## src/rtl/bch_determinant.sv

```systemverilog
// Determinant of the order-1..3 syndrome matrix over GF(2^M) by row-0 cofactor
// expansion, using one bit-serial GF multiplier and an XOR accumulator.
module bch_determinant #(
    parameter int unsigned M    = 6,
    parameter logic [M:0]  POLY = 7'b1000011
) (
    input  logic                      clk,
    input  logic                      rst,
    input  logic                      start_det,
    input  logic [4:0]                size,
    input  logic [3:0][3:0][M-1:0]    first_matrix,
    input  logic [3:0][3:0][M-1:0]    minor_matrix,
    output logic [M-1:0]              det_out,
    output logic                      singular,
    output logic                      size_err,
    output logic                      finished_det
);

    localparam int unsigned KW   = $clog2(M);
    localparam int unsigned NCOL = 3;

    typedef enum logic [1:0] {IDLE, MUL, ACC, DONE} state_t;

    state_t                     state_q, state_d;
    logic [NCOL-1:0][M-1:0]     a_q, a_d;
    logic [NCOL-1:0][M-1:0]     b_q, b_d;
    logic [1:0]                 n_q, n_d;
    logic [1:0]                 j_q, j_d;
    logic [KW-1:0]              k_q, k_d;
    logic [M-1:0]               p_q, p_d;
    logic [M-1:0]               acc_q, acc_d;
    logic [M-1:0]               det_d;
    logic                       singular_d;
    logic                       size_err_d;
    logic                       finished_d;
    logic [M-1:0]               sum_c;

    // Multiply by x with reduction modulo POLY.
    function automatic logic [M-1:0] xtime(input logic [M-1:0] x);
        return {x[M-2:0], 1'b0} ^ (x[M-1] ? POLY[M-1:0] : '0);
    endfunction

    assign sum_c = acc_q ^ p_q;

    always_comb begin
        state_d    = state_q;
        a_d        = a_q;
        b_d        = b_q;
        n_d        = n_q;
        j_d        = j_q;
        k_d        = k_q;
        p_d        = p_q;
        acc_d      = acc_q;
        det_d      = det_out;
        singular_d = singular;
        size_err_d = size_err;
        finished_d = finished_det;

        case (state_q)
            IDLE: begin
                if (start_det && !finished_det) begin
                    for (int c = 0; c < NCOL; c++) begin
                        a_d[c] = first_matrix[0][c];
                        b_d[c] = minor_matrix[0][c];
                    end
                    acc_d = '0;
                    p_d   = '0;
                    j_d   = '0;
                    k_d   = KW'(M - 1);
                    if (size == 5'd1) begin
                        // Order 1: the lone cofactor is the empty minor, i.e. 1.
                        b_d[0]  = M'(1);
                        n_d     = 2'd1;
                        state_d = MUL;
                    end else if (size == 5'd2 || size == 5'd3) begin
                        n_d     = size[1:0];
                        state_d = MUL;
                    end else begin
                        det_d      = '0;
                        size_err_d = 1'b1;
                        state_d    = DONE;
                    end
                end
            end
            MUL: begin
                if (!start_det) begin
                    state_d = IDLE;
                end else begin
                    // MSB-first shift-and-add over the bits of b_j.
                    p_d = xtime(p_q) ^ (b_q[j_q][k_q] ? a_q[j_q] : '0);
                    if (k_q == '0) begin
                        state_d = ACC;
                    end else begin
                        k_d = k_q - KW'(1);
                    end
                end
            end
            ACC: begin
                if (!start_det) begin
                    state_d = IDLE;
                end else begin
                    acc_d = sum_c;
                    p_d   = '0;
                    k_d   = KW'(M - 1);
                    if (j_q == n_q - 2'd1) begin
                        det_d      = sum_c;
                        singular_d = (sum_c == '0);
                        size_err_d = 1'b0;
                        state_d    = DONE;
                    end else begin
                        j_d     = j_q + 2'd1;
                        state_d = MUL;
                    end
                end
            end
            DONE: begin
                if (!start_det) begin
                    finished_d = 1'b0;
                    state_d    = IDLE;
                end else begin
                    finished_d = 1'b1;
                end
            end
            default: state_d = IDLE;
        endcase
    end

    always_ff @(posedge clk) begin
        if (rst) begin
            state_q      <= IDLE;
            a_q          <= '0;
            b_q          <= '0;
            n_q          <= '0;
            j_q          <= '0;
            k_q          <= '0;
            p_q          <= '0;
            acc_q        <= '0;
            det_out      <= '0;
            singular     <= 1'b0;
            size_err     <= 1'b0;
            finished_det <= 1'b0;
        end else begin
            state_q      <= state_d;
            a_q          <= a_d;
            b_q          <= b_d;
            n_q          <= n_d;
            j_q          <= j_d;
            k_q          <= k_d;
            p_q          <= p_d;
            acc_q        <= acc_d;
            det_out      <= det_d;
            singular     <= singular_d;
            size_err     <= size_err_d;
            finished_det <= finished_d;
        end
    end

endmodule

```

## config.mk

```make
export PLATFORM = sky130hd
export DESIGN_NAME = bch_determinant
export DESIGN_NICKNAME = d
export VERILOG_FILES = /design/src/rtl/bch_determinant.sv
export SDC_FILE = /design/constraint.sdc
export NUM_CORES = 1
export LEC_CHECK = 0
export CAP_MARGIN = 20
export CORE_ASPECT_RATIO = 0.6
export CORE_MARGIN = 10
export CORE_UTILIZATION = 36
export DETAILED_ROUTE_END_ITERATION = 7
export PLACE_DENSITY = 0.8
export SETUP_SLACK_MARGIN = 0.02
export SLEW_MARGIN = 5
export SYNTH_ARGS = -nofsm -noshare
export SYNTH_HDL_FRONTEND = slang
export SYNTH_SLANG_ARGS = --single-unit
```

## constraint.sdc

```tcl
create_clock -name clk -period 2.1 [get_ports clk]
set_input_delay 0.42 -clock clk [delete_from_list [all_inputs] [get_ports clk]]
set_output_delay 0.42 -clock clk [all_outputs]
set_load 0.01 [all_outputs]
```

# After elaboration in Yosys (flattened, before gate mapping)
# Cells that the tools add are included.
[totals]
regBits = 66
input_bits = 200
output_inout_bits = 9
[classes]
addsub = 3
magnitude_cmp = 2
eq_ne = 17
n_mux = 48
bitwise = 3
n_reduce_logical = 18
[ops]
columns = ["op", "count"]
rows = [
  ["6-bit two-way mux", 13],
  ["2-bit two-way mux", 14],
  ["6-bit binary-select mux with 2-bit select", 2],
  ["6-bit case mux with 2 select lines", 2],
  ["2-bit inequality test, second input constant", 9],
  ["6-bit case mux with 3 select lines", 1],
  ["3-bit two-way mux", 4],
  ["3-bit AND reduction", 4],
  ["6-bit bitwise XOR", 2],
  ["5-bit by 2-bit == test with 1-bit output, second input constant", 2],
  ["3-bit case mux with 3 select lines", 1],
  ["2-bit case mux with 4 select lines", 1],
  ["4-bit AND reduction", 2],
  ["1-bit two-way mux", 7],
  ["6-bit logical NOT", 1],
  ["6-bit AND reduction", 1],
  ["6-bit by 2-bit bitwise XOR with 6-bit output", 1],
  ["5-bit by 1-bit == test with 1-bit output, second input constant", 1],
  ["5-bit AND reduction", 1],
  ["2-bit == test, second input constant", 2],
  ["3-bit by 4-bit < comparator with 1-bit output, second input constant", 1],
  ["2-bit case mux with 2 select lines", 1],
  ["2-bit nonzero test", 2],
  ["1-bit binary-select mux with 3-bit select", 1],
  ["other kinds (15)", 15],
]

# Depth between registers and ports, before layout
[logic_depth]
word_depth = 8
ltp_mapped = 8
ltp_nobuf = 7

# Worst setup path after synthesis
# OpenSTA, ideal clock, no wires.
[synth_path]
kind = "reg-to-reg"
start = "reg j_q[1]"
end = "reg det_out[1]"
setup_ns = 0.070
t_arrival_ns = 1.824
t_required_ns = 2.030
setup_slack_ns = 0.206
path_stages_with_launch = 8
n_path_buf = 2
period_less_slack_ns = 1.894
path_cell_list = "dfxtp_1 buf_6 xnor2_2 mux2i_4 a22oi_2 buf_6 or4_1 a21oi_1"
[synth_via]
elab_chain_cells = 3
[synth_lines]
columns = ["element", "line_no", "text"]
rows = [
  ["start, declared", "28", "logic [1:0] j_q, j_d;"],
  ["start signal, assigned", "147", "j_q <= j_d;"],
  ["2-bit == test", "105", "if (j_q == n_q - 2'd1) begin"],
  ["2-bit inequality test (no line)", "n/a", ""],
  ["6-bit AND reduction (no line)", "n/a", ""],
  ["end signal, assigned", "151", "det_out <= det_d;"],
  ["end, declared", "13", "output logic [M-1:0] det_out,"],
]
# Every way passes these cells.
# A chain may end at the register's enable or synchronous reset.

# Final worst setup path
[layout_path]
start = "reg j_q[1]"
end = "reg det_out[5]"
# Same word-level chain as after synthesis.

==> metrics <==
Min-Delay Path Class=flip-flop to flip-flop; Max Used Layer=met4; Synth top area share=0.4112; measured slew at the worst slew-check pin=0.4752 ns; FF-to-FF setup slack=0.13 ns; met2 wire length=between 3000 and 4000 microns; GRT Overall Usage=0.1299; Routed WL=8274 microns; Layout fillers=814; WL/cell=approximately 14 microns; NumNets Final=roughly 660; total inserted antenna cells=0; Ports=roughly 210; total CTS buffers=9; worst r2r path cells=5; Area Overhead vs Synth=31.66%; Starting Density=0.3741; global-route wire length before repair=14120 microns; Setup WS pre-CTS=roughly 0.060 ns; Final HPWL DP=~6100 microns; post-CTS sizing=0; register area share after synthesis=0.4112; most common cell after layout, fill and taps aside=nand2_1; outcome=finished clean; placed cell count=~560; DRT met1 WL=~4100 microns; aggregate global routing overflow=0; Synth Instances=about 400; CP required=2.37 ns; max frequency=roughly 500 MHz; Root Driver=clkbuf_16; ANT nets after route=0; cell area after synthesis=0.003213 sq mm; largest net degree at the start of global routing=37; Top FF cell, synth=dfxtp_1; Final Hold Slack=0.4505 ns; vias per cell=roughly 5.2; hold buffer count at cts=0; Final Non-Filler Cells=572; post-route DRC violation count=0; row cnt=26; Final Cycle Share=0.9358; clock sinks=between 60 and 70; initial antenna violation count=0; Syn Nets=approximately 600; largest cells by area after synthesis=dfxtp_1, nand2_1, a21oi_1; proportion of layout cells with a drive suffix above 1=0.09783; Netlist cell types=between 40 and 50; most frequent cells in the layout=nand2_1, dfxtp_1, a21oi_1; peak supply drop=around 0.39 mV; routability congestion estimate=roughly 0.86; die width=between 100 and 150 microns; CTS tree=done; footprint of the multi-input gates=roughly 0.0017 sq mm; Clock Skew=0.004473 ns; Max-slew headroom=0.6832; total leakage power=1.479 nW; critical path type=flip-flop to flip-flop; HP Start=a_q[10]; # H-tree levels=3; CP Capture Type=flip-flop; worst-path fanout max=13; flip-flop and latch area=~0.0013 sq mm; FF-to-FF Start=j_q[1]; Die Area=approximately 0.013 sq mm; endpoints failing setup=0; Worst-Skew Late Latency=0.33 ns; core area=roughly 0.0086 sq mm; Avg Cell Area, Syn=roughly 8.0 sq um; min Tclk post-route=a little under 2 ns; vias=a little under 3000; clk slew on worst S/H paths=approximately 0.060 ns; DR pass1 iterations=4; Die Height=slightly above 90 microns; post-layout util=0.4926; Async SR Flop Fraction=0; Ys Warns=0; worst endpoint data arrival time=roughly 2.2 ns; Crit Reg-Reg Endpoint=det_out[5]; vias in the first global route=between 2000 and 3000; setup tns final=0 ns; maximum clock path buffer count=2; Max Cap Viol=0; post-synthesis register bit count=66; Iter 0 DRT Violations=about 190; Slew Limit Fails=0; Setup Buffers After CTS=0; Final Hold Fails=0; RSZ-0062 raised after global routing=false; P per Cell Area=approximately 840 mW/mm^2; post-route setup slack=approximately 0.13 ns; WL met3=864 microns; Hold EP=a_q[10]; Yosys top cell by area=dfxtp_1; critical path startpoint category=flip-flop; hold depth=2; EDFF count, synth=0; IO buf count=between 50 and 60
## how the worst max path moves through the flow
stage                     startpoint    endpoint  slack [ns]
final                         j_q[1]  det_out[5]        0.13
after detailed placement     size[0]  det_out[1]        0.06
after global routing          j_q[1]  det_out[1]        0.04
after CTS                     k_q[0]      p_q[3]        0.07
after floorplan               j_q[1]  det_out[1]        0.21
after global placement       size[0]  det_out[1]        0.05
## cells by family after synthesis
kind of cell               count (synthesis)  synth area share
AOI/OAI and AO/OA                        101            0.1912
xor gates and xnor gates                   8           0.02415
adders and majority gates                  2          0.007787
buffers and inverters                     36           0.04790
DFF                                       66            0.4112
muxes                                     19           0.07087
and+or+nand+nor                          170            0.2469
## through the flow
step	power (mW)	instance area [sq um]
after floorplan	1.651	3213
after global placement	1.812	3885
after detailed placement	1.831	3885
after CTS	3.566	4228
after global routing	3.683	4230
final	3.543	4230
## synth_stat cells (2+ instances only)
master      n
a211oi_1    2
a21o_1      2
a21oi_1    58
a22oi_1     2
a2bb2oi_1   6
and2_1      2
and3b_1     2
buf_1       2
buf_2       3
buf_6       2
clkbuf_1   21
dfxtp_1    66
ha_1        2
inv_1       8
mux2i_1    16
mux4_2      2
nand2_1    89
nand2b_1    8
nand3_1     3
nand3b_1   10
nand4_1     7
nor2_1     22
nor2b_1     2
nor3_1     14
o211ai_1    5
o21ai_0    11
o22ai_1     6
or3_1       4
or4_1       6
xnor2_1     7
## cell type report
| class | count | area share |
|---|---|---|
| Timing Repair Buffer | 70 | 0.1538 |
| Tap cell | 112 | 0.03313 |
| Inverter | 8 | 0.007098 |
| Sequential cell | 66 | 0.3126 |
| Clock inverter | 6 | 0.02692 |
| Clock buffer | 10 | 0.05413 |
| Multi-Input combinational cell | 300 | 0.4123 |
## per-layer routing
layer,vias to the layer above,GRT usage
li1,1511,-
met2,96,0.1769
met3,9,0.06515
met4,0,0.03475
met5,-,0
met1,1341,0.1754
## worst max-delay path, stage by stage (launching register included)
cell     delay [ns]
dfxtp_1        0.34
xnor2_2        0.25
mux2i_4        0.37
a22oi_2        0.22
or4_1          0.57
a21oi_1        0.15
## flip-flops by register name, summed over array words and instances, names as in the netlist
name / cells
a_q: 18
acc_q: 6
b_q: 18
det_out: 6
finished_det: 1
j_q: 2
k_q: 3
n_q: 2
p_q: 6
singular: 1
size_err: 1
state_q: 2
## report_power, final
part	switching, mW	leakage (nW)	internal, mW
logic	0.232	0.781	0.207
registers	0.0546	0.538	1.32
clock network	0.570	0.159	1.16
total	0.856	1.48	2.69
(Power assumes the default switching activity.)
